==> src/rtl/peak_result_avg_pkg.sv <==
// ----------------------------------------------------------------------------
// peak_result_avg_pkg
// Shared types and helpers for the peak result averager:
//   - state_t      : averager FSM states (ACCUM, DIV, MUL, OUT)
//   - sum_width()  : width of an accumulator holding 2^log2 samples
//   - cnt_width()  : width of the frame counter (must hold 2^log2 itself)
//   - DROP_CNT_MAX : saturation value of the dropped-frame counter
// ----------------------------------------------------------------------------
package peak_result_avg_pkg;

    typedef enum logic [1:0] {
        ACCUM = 2'd0,
        DIV   = 2'd1,
        MUL   = 2'd2,
        OUT   = 2'd3
    } state_t;

    localparam logic [7:0] DROP_CNT_MAX = 8'd255;

    function automatic int unsigned sum_width(input int unsigned base_w,
                                              input int unsigned log2);
        return base_w + log2;
    endfunction

    function automatic int unsigned cnt_width(input int unsigned log2);
        return log2 + 1;
    endfunction

endpackage

==> src/rtl/peak_result_avg_if.sv <==
// ----------------------------------------------------------------------------
// peak_result_avg_if
// Result handshake between the averager and the display/UART stage.
//   m_valid : averaged result available          (master -> slave)
//   m_ready : consumer accepts the result        (slave  -> master)
//   m_amp   : averaged amplitude, AMP_WIDTH      (master -> slave)
//   m_bin   : averaged bin, ADDR_WIDTH           (master -> slave)
//   m_freq  : m_bin * BIN_HZ, FREQ_WIDTH         (master -> slave)
// ----------------------------------------------------------------------------
interface peak_result_avg_if #(
    parameter int unsigned AMP_WIDTH  = 25,
    parameter int unsigned ADDR_WIDTH = 11,
    parameter int unsigned FREQ_WIDTH = 32
) ();
    logic                  m_valid;
    logic                  m_ready;
    logic [AMP_WIDTH-1:0]  m_amp;
    logic [ADDR_WIDTH-1:0] m_bin;
    logic [FREQ_WIDTH-1:0] m_freq;

    modport master (output m_valid, output m_amp, output m_bin, output m_freq,
                    input  m_ready);
    modport slave  (input  m_valid, input  m_amp, input  m_bin, input  m_freq,
                    output m_ready);
endinterface

==> src/rtl/peak_result_avg_rnd_shift.sv <==
// ----------------------------------------------------------------------------
// rnd_shift
// Round-half-up right shift: dout = (din + 2^(SHIFT-1)) >> SHIFT, or a plain
// copy when SHIFT = 0. din carries SHIFT extra headroom bits, so the rounded
// result always fits in WIDTH bits (max sum is 2^SHIFT*(2^WIDTH-1)).
//   din  : WIDTH+SHIFT-bit sum
//   dout : WIDTH-bit rounded quotient
// ----------------------------------------------------------------------------
module rnd_shift
    import peak_result_avg_pkg::*;
#(
    parameter int unsigned WIDTH = 8,
    parameter int unsigned SHIFT = 0
) (
    input  logic [WIDTH+SHIFT-1:0] din,
    output logic [WIDTH-1:0]       dout
);
    generate
        if (SHIFT == 0) begin : g_copy
            assign dout = din;
        end else begin : g_round
            localparam logic [WIDTH+SHIFT-1:0] HALF = (WIDTH+SHIFT)'(1) << (SHIFT-1);
            logic [WIDTH+SHIFT-1:0] rsum;
            assign rsum = din + HALF;
            assign dout = WIDTH'(rsum >> SHIFT);
        end
    endgenerate
endmodule

==> src/rtl/peak_result_avg.sv <==
// ----------------------------------------------------------------------------
// peak_result_avg
// Averages 2^AVG_LOG2 non-DC peak results (amplitude + bin), converts the
// averaged bin to Hz and holds the result on a valid/ready handshake. Frames
// arriving while a result is being formed or is pending are dropped and
// counted (saturating).
// Ports:
//   clk, rst_n  : clock, asynchronous active-low reset
//   root_valid  : one-cycle frame strobe
//   root_result : frame amplitude (AMP_WIDTH)
//   peak_addr   : frame peak bin (ADDR_WIDTH)
//   clear       : synchronous flush of sums and pending result, zeroes drop_cnt
//   m           : result handshake (peak_result_avg_if.master)
//   drop_cnt    : saturating dropped-frame count
// Build option: define PEAK_RESULT_AVG_FOLD_EN to fold mirror bins
// (bin >= 2^(ADDR_WIDTH-1) becomes 2^ADDR_WIDTH - bin) before use.
// ----------------------------------------------------------------------------
module peak_result_avg
    import peak_result_avg_pkg::*;
#(
    parameter int unsigned ADDR_WIDTH = 11,
    parameter int unsigned AMP_WIDTH  = 25,
    parameter int unsigned AVG_LOG2   = 3,
    parameter int unsigned BIN_HZ     = 1000,
    parameter int unsigned FREQ_WIDTH = 32
) (
    input  logic                  clk,
    input  logic                  rst_n,
    input  logic                  root_valid,
    input  logic [AMP_WIDTH-1:0]  root_result,
    input  logic [ADDR_WIDTH-1:0] peak_addr,
    input  logic                  clear,
    peak_result_avg_if.master     m,
    output logic [7:0]            drop_cnt
);
    localparam int unsigned AMP_SUM_W = sum_width(AMP_WIDTH, AVG_LOG2);
    localparam int unsigned BIN_SUM_W = sum_width(ADDR_WIDTH, AVG_LOG2);
    localparam int unsigned CNT_W     = cnt_width(AVG_LOG2);
    localparam int unsigned PROD_W    = ADDR_WIDTH + 32;
    localparam logic [CNT_W-1:0] LAST_CNT = CNT_W'((1 << AVG_LOG2) - 1);

    state_t                 state, state_nxt;
    logic [AMP_SUM_W-1:0]   amp_sum;
    logic [BIN_SUM_W-1:0]   bin_sum;
    logic [CNT_W-1:0]       frame_cnt;
    logic [ADDR_WIDTH-1:0]  bin_eff;
    logic [AMP_WIDTH-1:0]   amp_avg;
    logic [ADDR_WIDTH-1:0]  bin_avg;
    logic [PROD_W-1:0]      prod;
    logic                   acc_en, sum_clr, ld_avg, ld_freq, drop_ev;

`ifdef PEAK_RESULT_AVG_FOLD_EN
    assign bin_eff = peak_addr[ADDR_WIDTH-1] ? (~peak_addr + ADDR_WIDTH'(1)) : peak_addr;
`else
    assign bin_eff = peak_addr;
`endif

    rnd_shift #(.WIDTH(AMP_WIDTH),  .SHIFT(AVG_LOG2)) u_amp_shift (.din(amp_sum), .dout(amp_avg));
    rnd_shift #(.WIDTH(ADDR_WIDTH), .SHIFT(AVG_LOG2)) u_bin_shift (.din(bin_sum), .dout(bin_avg));

    // Product is taken from the m_bin registered in DIV.
    assign prod      = PROD_W'(m.m_bin) * PROD_W'(BIN_HZ);
    assign m.m_valid = (state == OUT);
    assign drop_ev   = root_valid && !clear && (state != ACCUM);

    always_comb begin
        state_nxt = state;
        acc_en    = 1'b0;
        sum_clr   = 1'b0;
        ld_avg    = 1'b0;
        ld_freq   = 1'b0;
        if (clear) begin
            state_nxt = ACCUM;
            sum_clr   = 1'b1;
        end else begin
            case (state)
                ACCUM: begin
                    // DC frames are discarded silently.
                    if (root_valid && (bin_eff != '0)) begin
                        acc_en = 1'b1;
                        if (frame_cnt == LAST_CNT) state_nxt = DIV;
                    end
                end
                DIV: begin
                    ld_avg    = 1'b1;
                    state_nxt = MUL;
                end
                MUL: begin
                    ld_freq   = 1'b1;
                    state_nxt = OUT;
                end
                OUT: begin
                    if (m.m_ready) begin
                        sum_clr   = 1'b1;
                        state_nxt = ACCUM;
                    end
                end
                default: state_nxt = ACCUM;
            endcase
        end
    end

    always_ff @(posedge clk or negedge rst_n) begin
        if (!rst_n) begin
            state <= ACCUM;
        end else begin
            state <= state_nxt;
        end
    end

    always_ff @(posedge clk or negedge rst_n) begin
        if (!rst_n) begin
            amp_sum   <= '0;
            bin_sum   <= '0;
            frame_cnt <= '0;
            m.m_amp   <= '0;
            m.m_bin   <= '0;
            m.m_freq  <= '0;
            drop_cnt  <= '0;
        end else begin
            if (sum_clr) begin
                amp_sum   <= '0;
                bin_sum   <= '0;
                frame_cnt <= '0;
            end else if (acc_en) begin
                amp_sum   <= amp_sum + AMP_SUM_W'(root_result);
                bin_sum   <= bin_sum + BIN_SUM_W'(bin_eff);
                frame_cnt <= frame_cnt + CNT_W'(1);
            end
            if (ld_avg) begin
                m.m_amp <= amp_avg;
                m.m_bin <= bin_avg;
            end
            if (ld_freq) begin
                m.m_freq <= FREQ_WIDTH'(prod);
            end
            if (clear) begin
                drop_cnt <= '0;
            end else if (drop_ev && (drop_cnt != DROP_CNT_MAX)) begin
                drop_cnt <= drop_cnt + 8'd1;
            end
        end
    end

endmodule

==> src/flat_wrapper.sv <==
// flat-port wrapper written by rule: the top's interface ports become plain ports
module peak_result_avg_flat import peak_result_avg_pkg::*;
#(
    parameter int unsigned ADDR_WIDTH = 11,
    parameter int unsigned AMP_WIDTH  = 25,
    parameter int unsigned AVG_LOG2   = 3,
    parameter int unsigned BIN_HZ     = 1000,
    parameter int unsigned FREQ_WIDTH = 32
)
  (clk, rst_n, root_valid, root_result, peak_addr, clear, drop_cnt, m_m_valid, m_m_amp, m_m_bin, m_m_freq, m_m_ready);
  peak_result_avg_if #(.AMP_WIDTH(AMP_WIDTH), .ADDR_WIDTH(ADDR_WIDTH), .FREQ_WIDTH(FREQ_WIDTH)) m_i ();
  input  logic clk;
  input  logic rst_n;
  input  logic root_valid;
  input  logic [AMP_WIDTH-1:0] root_result;
  input  logic [ADDR_WIDTH-1:0] peak_addr;
  input  logic clear;
  output logic [7:0] drop_cnt;
  output wire logic [$bits(m_i.m_valid)-1:0] m_m_valid;
  output wire logic [$bits(m_i.m_amp)-1:0] m_m_amp;
  output wire logic [$bits(m_i.m_bin)-1:0] m_m_bin;
  output wire logic [$bits(m_i.m_freq)-1:0] m_m_freq;
  input wire logic [$bits(m_i.m_ready)-1:0] m_m_ready;
  assign m_m_valid = m_i.m_valid;
  assign m_m_amp = m_i.m_amp;
  assign m_m_bin = m_i.m_bin;
  assign m_m_freq = m_i.m_freq;
  assign m_i.m_ready = m_m_ready;
  peak_result_avg #(.ADDR_WIDTH(ADDR_WIDTH), .AMP_WIDTH(AMP_WIDTH), .AVG_LOG2(AVG_LOG2), .BIN_HZ(BIN_HZ), .FREQ_WIDTH(FREQ_WIDTH)) u_core (.clk(clk), .rst_n(rst_n), .root_valid(root_valid), .root_result(root_result), .peak_addr(peak_addr), .clear(clear), .m(m_i), .drop_cnt(drop_cnt));
endmodule
==> config.mk <==
export PLATFORM = sky130hd
export DESIGN_NAME = peak_result_avg_flat
export DESIGN_NICKNAME = d
export VERILOG_FILES = /design/src/rtl/peak_result_avg_pkg.sv /design/src/rtl/peak_result_avg_if.sv /design/src/rtl/peak_result_avg_rnd_shift.sv /design/src/rtl/peak_result_avg.sv /design/src/flat_wrapper.sv
export SDC_FILE = /design/constraint.sdc
export NUM_CORES = 1
export LEC_CHECK = 0
export CORE_UTILIZATION = 35
export DETAILED_ROUTE_END_ITERATION = 8
export DONT_BUFFER_PORTS = 1
export GPL_TIMING_DRIVEN = 1
export PLACE_DENSITY_LB_ADDON = 0.15
export RECOVER_POWER = 100
export REMOVE_ABC_BUFFERS = 1
export SLEW_MARGIN = 15
export SYNTH_ARGS = -nofsm -noshare
export SYNTH_HDL_FRONTEND = slang
export SYNTH_SLANG_ARGS = --single-unit
==> constraint.sdc <==
create_clock -name clk -period 5.3 [get_ports clk]
set_clock_uncertainty 0.15 [all_clocks]
set_input_delay 1.325 -clock clk [delete_from_list [all_inputs] [get_ports clk]]
set_output_delay 1.325 -clock clk [all_outputs]
set_load 0.02 [all_outputs]
==> results.md, run 1 <==
* Clock group share of total power at 0.256
* Crit-path max cell delay at 1.26 ns
* Hold Crit Class: reg2reg
* Asr flop ratio synth at 1.00
* GR Overflow Total at 0
* Failing checks: capacitance limit, slew limit
* Mapped Area at a little under 9000 sq um
* Fin nets at roughly 1100
* Port buffer count at 0
* CTS resizes at 0
* Final setup fails at 0
* Mux cell area share after synthesis at 0.00929
* Net Sw Frac at 0.371
* Routed Antenna Nets at 0
* Post-synth EDFFs at 0
* Crit-path leading delay family: simple AND/OR/NAND/NOR gates
* FF-to-FF End: u_core.m.m_freq[19]
* P_int at 1.62 mW
* Mean area per synthesized cell at roughly 9 sq um
* Core area at approximately 25000 sq um
* Reg2reg path depth at 12
* TNS Setup at 0 ns
* CP Max Fanout at 31
* Startpoint types: input pin
* Register area share after synthesis at 0.310
* Unrepaired setup endpoints after global routing: no
* Hold Buf Count CTS at 0
* Post-synth top flop: dfrtp_1
* Critical Path Slowest Stage Cell: clkbuf_1
* Die width at 161 um
* Num CTS Buffers at 9
* First-pass GRT wire length at between 30 and 40 mm
* Peak VDD IR at ~0.15 mV
* Reg clk slew, reported paths at about 0.070 ns
* Syn. warnings at 0
* Initial core utilization at 0.361
* Router iterations before antenna repair at 4
* Hold WS at roughly 0.38 ns
* Routed via count at around 6800
* Seq cells post-synth at between 100 and 150
* Final std cells w/o fill at roughly 1300
* Skew-Pair Late Insertion Delay at 0.36 ns
* Simple-Gate Fraction of Synth Area at 0.169
* Worst setup EP type: flip-flop
* Vias in the first global route at 6869
* Measured slew at the worst slew-check pin at 1.66 ns
* Critical path origin: peak_addr[1]
* Largest net degree at the start of global routing at 111
* Met3 wire length at around 940 um
* Layout area overhead at 5.48%
* Clk buf depth at 2
* XOR/XNOR Fraction of Synth Area at 0.0690
* Top layer in use: met4
* CP endpoint: u_core.amp_sum[1]
* Relative slew slack at -0.104
* Worst EP arrival at a little under 5 ns
* Ant diodes at 0
* Site row count at between 50 and 60
* Slew Limit Fails at 78
* Largest area contributor in the netlist: dfrtp_1
* Root buf cell: clkbuf_16
* Required @ worst endpoint at 5.44 ns
* Reg2Reg Setup Slack at around 0.64 ns
* Max-Cap Viols at 2
* P_sw at roughly 960 uW
* Sink Count at 110
* CP Cell Sequence: nor4_1, a31oi_1, and3b_1, nor2_1, clkbuf_1, a22o_1
* Met2 routed WL at between 10 and 15 mm
* PwrDens at roughly 270 nW/um^2
* Met1 WL at about 9.7 mm
* Tcrit/Tclk final at 0.883
* Fmax at between 0.2 and 0.25 GHz
* Cell count after synthesis at roughly 1000
* Via density per instance at approximately 5.2
* Top post-synthesis cells by area: dfrtp_1, ha_1, fa_1
* HPWL Detailed at 16.6 mm
* I/O pin count at ~120
* Static leakage at 4.32 nW
* Complex-gate fraction of the synthesized area at 0.177
* Final wirelength at ~22 mm
* DRC at 0
* RR Startpoint: u_core.m.m_bin[3]
* Largest family of logic cells by synthesized area: adder cells
* Top-count cell post-synth: nand2_1
* Fillers at about 2500
* Post-synth cell types at 69
* Adder-Cell Fraction of Synth Area at 0.205
* Comb pwr share at 0.336
* Initial antenna violation count at 0
* Commonest cells post-synth: nand2_1, dfrtp_1, ha_1, inv_1, o21ai_0
* Initial DRC count at roughly 340
* Routed WL per cell at 16.9 um
* Total GRT Usage at 0.178
* Post-synth top area share at 0.310
* Status: complete, but fails checks
* Critical path class: in2reg
* Critical path depth at 6
* Post-layout min period at ~4.7 ns
* Total number of H-tree levels at 3
* Post-CTS setup buffer count at 0
* Endpoints failing hold at 0
* GPL Wtd Cong at roughly 0.83
* DIE HEIGHT at between 150 and 200 um
* Die area at between 20000 and 30000 sq um
* Buf/Inv on CP at 1
* Seq pwr share at 0.408
* Share of cells above drive strength 1 at 0.0225
* Dpl cells at ~1300
* CTS tree: done
==> layout make-up <==
cell class              instances  area (sq um)  area share
multi-input cells             768          5620       0.599
flip-flops and latches        110          2750       0.294
well taps                     324           405      0.0432
inverters                      77           289      0.0308
clock buffers                  14           254      0.0271
repair buffers                  7          37.5     0.00400
clock inverters                 2          16.3     0.00174
==> routing by layer <==
metal / global-route usage / up-vias
met3: 0.0354 / 11
met2: 0.323 / 110
li1: - / 3443
met1: 0.216 / 3262
met4: 0.0373 / 0
met5: 0 / -
==> per-stage QoR <==
stage | instance area, sq um | util | worst slack, ns | total power [mW]
3_3_place_gp | 9150 | 0.372 | 0.668 | 1.94
5_1_grt | 9370 | 0.381 | 0.324 | 2.77
3_5_place_dp | 9150 | 0.372 | 0.600 | 1.94
2_1_floorplan | 8690 | - | 0.885 | 1.74
6_report | 9370 | 0.381 | 0.621 | 2.57
4_1_cts | 9420 | 0.383 | 0.582 | 2.61
==> worst reg2reg max path, delay by kind of cell, from the launching register on <==
kind,cells,cell delay (ns)
adders and majority gates,5,2.36
and+or+nand+nor,2,0.76
DFF,1,0.60
AOI/OAI and AO/OA,3,0.50
buffers and inverters,2,0.24
==> sequential cells by signal (all words and copies together) (netlist names) <==
register,flops
u_core.amp_sum,28
u_core.m.m_amp,25
u_core.m.m_freq,18
u_core.bin_sum,14
u_core.m.m_bin,11
u_core.drop_cnt,8
u_core.frame_cnt,4
u_core.state,2
==> power groups by stage <==
stage | sequential (mW) | clock, mW | combinational [mW]
after floorplan | 1.03 | 0 | 0.710
after global placement | 1.06 | 0 | 0.875
after detailed placement | 1.06 | 0 | 0.874
after CTS | 1.05 | 0.687 | 0.879
after global routing | 1.07 | 0.713 | 0.993
final | 1.05 | 0.659 | 0.865
==> worst min-delay path by stage <==
| stage | start | to | slack (ns) | depth (start not counted) |
|---|---|---|---|---|
| detailed placement | u_core.bin_sum[0] | u_core.bin_sum[0] | 0.36 | 1 |
| CTS | u_core.bin_sum[0] | u_core.bin_sum[0] | 0.38 | 1 |
| global route | u_core.bin_sum[0] | u_core.bin_sum[0] | 0.39 | 1 |
| floorplan | u_core.amp_sum[0] | u_core.amp_sum[0] | 0.33 | 1 |
| global placement | u_core.bin_sum[0] | u_core.bin_sum[0] | 0.35 | 1 |
| finish | u_core.bin_sum[0] | u_core.bin_sum[0] | 0.38 | 1 |
==> cells in the final DEF (no fill, tap or decap), types with 4 or more instances in the layout <==
cell type / n
o21ai_0: 81
nor4_1: 9
and3_1: 15
a21oi_1: 38
or4_1: 6
nor2_1: 38
o31ai_1: 8
a32o_1: 4
o211ai_1: 7
o21a_1: 12
a22o_1: 7
a211oi_1: 11
clkbuf_16: 9
inv_1: 77
or3_1: 14
nor3_1: 13
a211o_1: 6
o21bai_1: 9
fa_1: 36
a21o_1: 19
nand4_1: 21
conb_1: 14
dfrtp_1: 110
nand2b_1: 7
nand2_1: 133
a31oi_1: 6
ha_1: 88
clkbuf_1: 8
nand3_1: 40
xnor2_1: 31
mux2i_1: 6
xor2_1: 39
==> cell families after synthesis <==
| kind of cell | after synthesis |
|---|---|
| adder cells (fa/ha/maj) | 124 |
| other | 1 |
| AO/OA/AOI/OAI | 240 |
| flip-flops | 110 |
| XOR/XNOR | 70 |
| multiplexers | 8 |
| buffers and inverters | 126 |
| AND/OR/NAND/NOR | 312 |
Note: power is estimated with default switching activity, not from simulation.
==> run 2: changes to the inputs <==
--- a/config.mk
+++ b/config.mk
@@ -5,11 +5,11 @@
 export SDC_FILE = /design/constraint.sdc
 export NUM_CORES = 1
 export LEC_CHECK = 0
-export CORE_UTILIZATION = 35
+export CORE_UTILIZATION = 65
 export DETAILED_ROUTE_END_ITERATION = 8
 export DONT_BUFFER_PORTS = 1
 export GPL_TIMING_DRIVEN = 1
-export PLACE_DENSITY_LB_ADDON = 0.15
+export PLACE_DENSITY = 0.83
 export RECOVER_POWER = 100
 export REMOVE_ABC_BUFFERS = 1
 export SLEW_MARGIN = 15
==> run 2 against run 1 <==
  * The run still ends with capacitance limit, slew limit left
  * Power is 1.2% higher
  * Sequential share of layout area grew 0.56 points
  * Critical path depth is 6 higher
  * Largest cell class unchanged
  * Highest routed layer unchanged
==> results.md, run 2 (synthesis results as in run 1) <==
* Ant diodes at 0
* DRC at 0
* Initial core utilization at 0.668
* Endpoints failing hold at 0
* Core area at ~13000 sq um
* Area occupied by multi-input gates at about 5600 sq um
* Share of cells above drive strength 1 at 0.0246
* Slew Limit Fails at between 70 and 80
* Total number of H-tree levels at 3
* Worst EP arrival at 4.84 ns
* Routed Antenna Nets at 0
* Layout area overhead at 3.51%
* GR Overflow Total at 0
* CP Max Fanout at 7
* Post-layout min period at approximately 4.7 ns
* Worst setup EP type: flip-flop
* Status: complete, but fails checks
* Crit-path leading delay family: adder cells
* First-pass GRT wire length at between 30 and 40 mm
* Tcrit/Tclk final at 0.887
* Critical Path Slowest Stage Cell: or4b_2
* Die width at about 120 um
* Final wirelength at roughly 20 mm
* Unrepaired setup endpoints after global routing: no
* Initial DRC count at 452
* Root buf cell: clkbuf_16
* Required @ worst endpoint at around 5.4 ns
* Crit-path max cell delay at between 0.6 and 0.7 ns
* Static leakage at between 4 and 5 nW
* Vias in the first global route at 6937
* Critical path class: reg2reg
* Total GRT Usage at 0.298
* CTS tree: done
* Max reg flops at 28
* Final setup fails at 0
* HPWL Detailed at roughly 15 mm
* DIE HEIGHT at 119 um
* I/O pin count at roughly 120
* Reg clk slew, reported paths at approximately 0.070 ns
* Fmax at about 0.21 GHz
* Via density per instance at approximately 6.2
* Post-CTS setup buffer count at 0
* Die area at 14100 sq um
* Buf/Inv on CP at 2
* Routed WL per cell at 17.5 um
* Failing checks: capacitance limit, slew limit
* Top reg by flops: u_core.amp_sum
* Crit-path most repeated cell: fa_1
* PwrDens at 283 nW/um^2
* Routed via count at between 7000 and 8000
* Site row count at 42
* Startpoint types: flip-flop
* TNS Setup at 0 ns
* Placement Setup Slack at between 0.6 and 0.7 ns
* Commonest non-fill, non-tap cells in the layout: nand2_1, dfrtp_1, ha_1
* Router iterations before antenna repair at 7
* Fillers at approximately 1100
* CTS resizes at 0
* Hold Crit Class: reg2reg
* Fin nets at approximately 1100
* Regs by FF count: u_core.amp_sum (28), u_core.m.m_amp (25), u_core.m.m_freq (18)
* Skew-Pair Late Insertion Delay at approximately 0.36 ns
* Max-Cap Viols at 1
* Measured slew at the worst slew-check pin at ~2.7 ns
* Peak VDD IR at 0.180 mV
* Hold Buf Count CTS at 0
* Sink Count at 110
* GPL Wtd Cong at a little under 1
* Post-route setup slack at approximately 0.60 ns
* Register area at around 2800 sq um
* Hold WS at 0.364 ns
* Num CTS Buffers at 9
* Port buffer count at 0
* Most common cell after layout, fill and taps aside: nand2_1
* Relative slew slack at -0.770
* CP Cell Sequence: inv_1, fa_1, fa_1, fa_1, fa_1, inv_1, ha_1, o21a_1, o21ai_0, o21a_1, or4b_2, nand3_1
* Initial antenna violation count at 0
* Largest net degree at the start of global routing at approximately 110
* Clk buf depth at 2
run 2: cell types whose count changed in the layout (fill, tap and decap cells not counted), sizes merged:
cell      before  now
buf            3    2
clkinvlp       1    2
inv           78   77
run 2: final timing paths:
path	from	endpoint	slack, ns	cells after the start
hold / removal	u_core.bin_sum[0]	u_core.bin_sum[0]	0.36	1
hold reg to reg	u_core.bin_sum[0]	u_core.bin_sum[0]	0.36	1
min in group asynchronous	rst_n	u_core.m.m_freq[10]	0.51	0
setup / recovery	u_core.m.m_bin[2]	u_core.m.m_freq[19]	0.60	12
max in group asynchronous	rst_n	u_core.bin_sum[13]	4.32	0
setup reg to reg	u_core.m.m_bin[2]	u_core.m.m_freq[19]	0.60	12
run 2: report_power, final:
part / switching [mW] / internal, mW / total [mW]
sequential: 0.144 / 0.913 / 1.06
combinational: 0.501 / 0.374 / 0.875
clock: 0.314 / 0.359 / 0.673
total: 0.959 / 1.65 / 2.60
run 2: final cells by class:
| type | instances | share of cell area |
|---|---|---|
| Clock inverter | 2 | 0.00163 |
| Multi-Input combinational cell | 768 | 0.611 |
| Clock buffer | 14 | 0.0298 |
| Inverter | 77 | 0.0314 |
| Tap cell | 176 | 0.0239 |
| Sequential cell | 110 | 0.299 |
| Timing Repair Buffer | 6 | 0.00326 |
run 2: stage by stage:
step                      std cells   util  power, mW  area (sq um)
after floorplan                 955      -       1.74          8690
after global placement         1137  0.674       1.90          8960
after detailed placement       1137  0.674       1.93          8960
after CTS                      1153  0.695       2.61          9250
after global routing           1153  0.692       2.77          9200
final                          1153  0.692       2.60          9200
run 2: layer usage:
layer  vias up  GRT usage  share of wire
li1       3422          -              -
met1      3452      0.379           0.42
met2       247      0.504           0.49
met3        40     0.0551          0.065
met4         0      0.113          0.024
met5         -          0              0
==> run 3: changes to the inputs <==
--- a/config.mk
+++ b/config.mk
@@ -10,7 +10,6 @@
 export DONT_BUFFER_PORTS = 1
 export GPL_TIMING_DRIVEN = 1
 export PLACE_DENSITY = 0.83
-export RECOVER_POWER = 100
 export REMOVE_ABC_BUFFERS = 1
 export SLEW_MARGIN = 15
 export SYNTH_ARGS = -nofsm -noshare
==> run 3 against run 2 <==
  * The flow now finishes without violations
  * Flip-flop and latch count stayed put
  * Global-route usage stayed put
  * Maximum frequency barely moved
  * Core utilization is 0.36 points higher
  * Sequential power hardly changed
  * Combinational power rose by 1%
  * Largest cell class unchanged
==> results.md, run 3 (synthesis results as in run 1) <==
* Critical path class: reg2reg
* DRC at 0
* Worst EP arrival at around 4.8 ns
* Root buf cell: clkbuf_16
* Site row count at 42
* Initial antenna violation count at 0
* Hold Buf Count CTS at 0
* Unrepaired setup endpoints after global routing: no
* PwrDens at 282 nW/um^2
* Core area at ~13000 sq um
* Via density per instance at between 6 and 7
* Routed WL per cell at between 15 and 20 um
* Hold WS at approximately 0.36 ns
* CTS tree: done
* Hold Crit Class: reg2reg
* Die area at between 10000 and 15000 sq um
* Vias in the first global route at roughly 7000
* GR Overflow Total at 0
* Fin nets at roughly 1100
* Post-layout min period at about 4.7 ns
* Measured slew at the worst slew-check pin at approximately 0.82 ns
* Worst setup EP type: flip-flop
* Num CTS Buffers at 9
* CTS resizes at 0
* Router iterations before antenna repair at 5
* Max reg flops at 28
* Layout area overhead at 4.04%
* Routed via count at roughly 7100
* Fmax at about 0.21 GHz
* CP Max Fanout at 7
* Relative slew slack at 0.456
* DIE HEIGHT at approximately 120 um
* Endpoints failing hold at 0
* Total number of H-tree levels at 3
* Initial core utilization at 0.668
* Startpoint types: flip-flop
* Initial DRC count at between 300 and 400
* GPL Wtd Cong at just under 1
* Commonest non-fill, non-tap cells in the layout: nand2_1, dfrtp_1, ha_1
* Skew-Pair Late Insertion Delay at roughly 0.36 ns
* Final setup fails at 0
* Post-CTS setup buffer count at 0
* Sink Count at 110
* Ant diodes at 0
* Peak VDD IR at about 0.18 mV
* I/O pin count at between 100 and 150
* HPWL Detailed at ~15 mm
* Cell area after layout at 9250 sq um
* Reg clk slew, reported paths at roughly 0.070 ns
* Routed Antenna Nets at 0
* Share of cells above drive strength 1 at 0.0328
* Status: complete, no violations
* Max-Cap Viols at 0
* Port buffer count at 0
* Final wirelength at around 20 mm
* Most common cell after layout, fill and taps aside: nand2_1
* TNS Setup at 0 ns
* First-pass GRT wire length at ~34 mm
* Tcrit/Tclk final at 0.886
* Post-DP Area at about 9000 sq um
* Regs by FF count: u_core.amp_sum (28), u_core.m.m_amp (25), u_core.m.m_freq (18)
* Total GRT Usage at 0.298
* Largest net degree at the start of global routing at roughly 110
* Required @ worst endpoint at 5.39 ns
* Top reg by flops: u_core.amp_sum
* Static leakage at 4.34 nW
* Slew Limit Fails at 0
* Clk buf depth at 2
* Die width at roughly 120 um
[run 3: changes by cell type in the layout (fill, tap and decap cells not counted), moves of 4 or more]
cell      delta
o21ai_1      +7
o21ai_0      -7
clkbuf_1     -4
buf_4        +4
[run 3: worst paths after layout]
| kind | cells past startpoint | slack, ns | from | to |
|---|---|---|---|---|
| min reg2reg | 1 | 0.36 | u_core.bin_sum[0] | u_core.bin_sum[0] |
| min in group asynchronous | 0 | 0.51 | rst_n | u_core.m.m_freq[16] |
| max in group asynchronous | 0 | 4.27 | rst_n | u_core.m.m_amp[18] |
| max reg2reg | 13 | 0.60 | u_core.m.m_bin[2] | u_core.m.m_freq[20] |
| max | 13 | 0.60 | u_core.m.m_bin[2] | u_core.m.m_freq[20] |
| min | 1 | 0.36 | u_core.bin_sum[0] | u_core.bin_sum[0] |
[run 3: metal layers]
metal	track usage	wire length (um)
met5	0	0
met4	0.113	429
met3	0.0551	1170
met2	0.504	9990
met1	0.379	8510
[run 3: through the flow]
| step | cells | setup WS [ns] | utilization | power [mW] |
|---|---|---|---|---|
| global route | 1153 | 0.351 | 0.695 | 2.78 |
| finish | 1153 | 0.604 | 0.695 | 2.61 |
| global placement | 1137 | 0.718 | 0.674 | 1.90 |
| CTS | 1153 | 0.590 | 0.695 | 2.61 |
| floorplan | 955 | 0.885 | - | 1.74 |
| detailed placement | 1137 | 0.613 | 0.674 | 1.93 |
[run 3: power breakdown]
group          leakage, nW  total, mW  switching, mW  internal, mW
clock network        0.135      0.672          0.313         0.359
registers             1.50       1.06          0.144         0.913
logic                 2.71      0.884          0.505         0.378
[run 3: final cells by class]
class / count / area [sq um]
tap: 176 / 220
fill: 1048 / 4050
multi-input combinational: 768 / 5650
inverter: 77 / 289
clock inverter: 2 / 15.0
timing repair buffer: 6 / 45.0
clock buffer: 14 / 274
sequential: 110 / 2750
[run 3: worst max-delay path: stages (launching register included)]
cell,delay [ns]
dfrtp_1,0.61
inv_1,0.17
fa_1,0.59
fa_1,0.44
fa_1,0.50
fa_1,0.51
inv_1,0.04
ha_1,0.35
o21a_1,0.20
o21ai_0,0.21
a211o_1,0.19
nand3_1,0.10
and3_1,0.16
or3_1,0.36
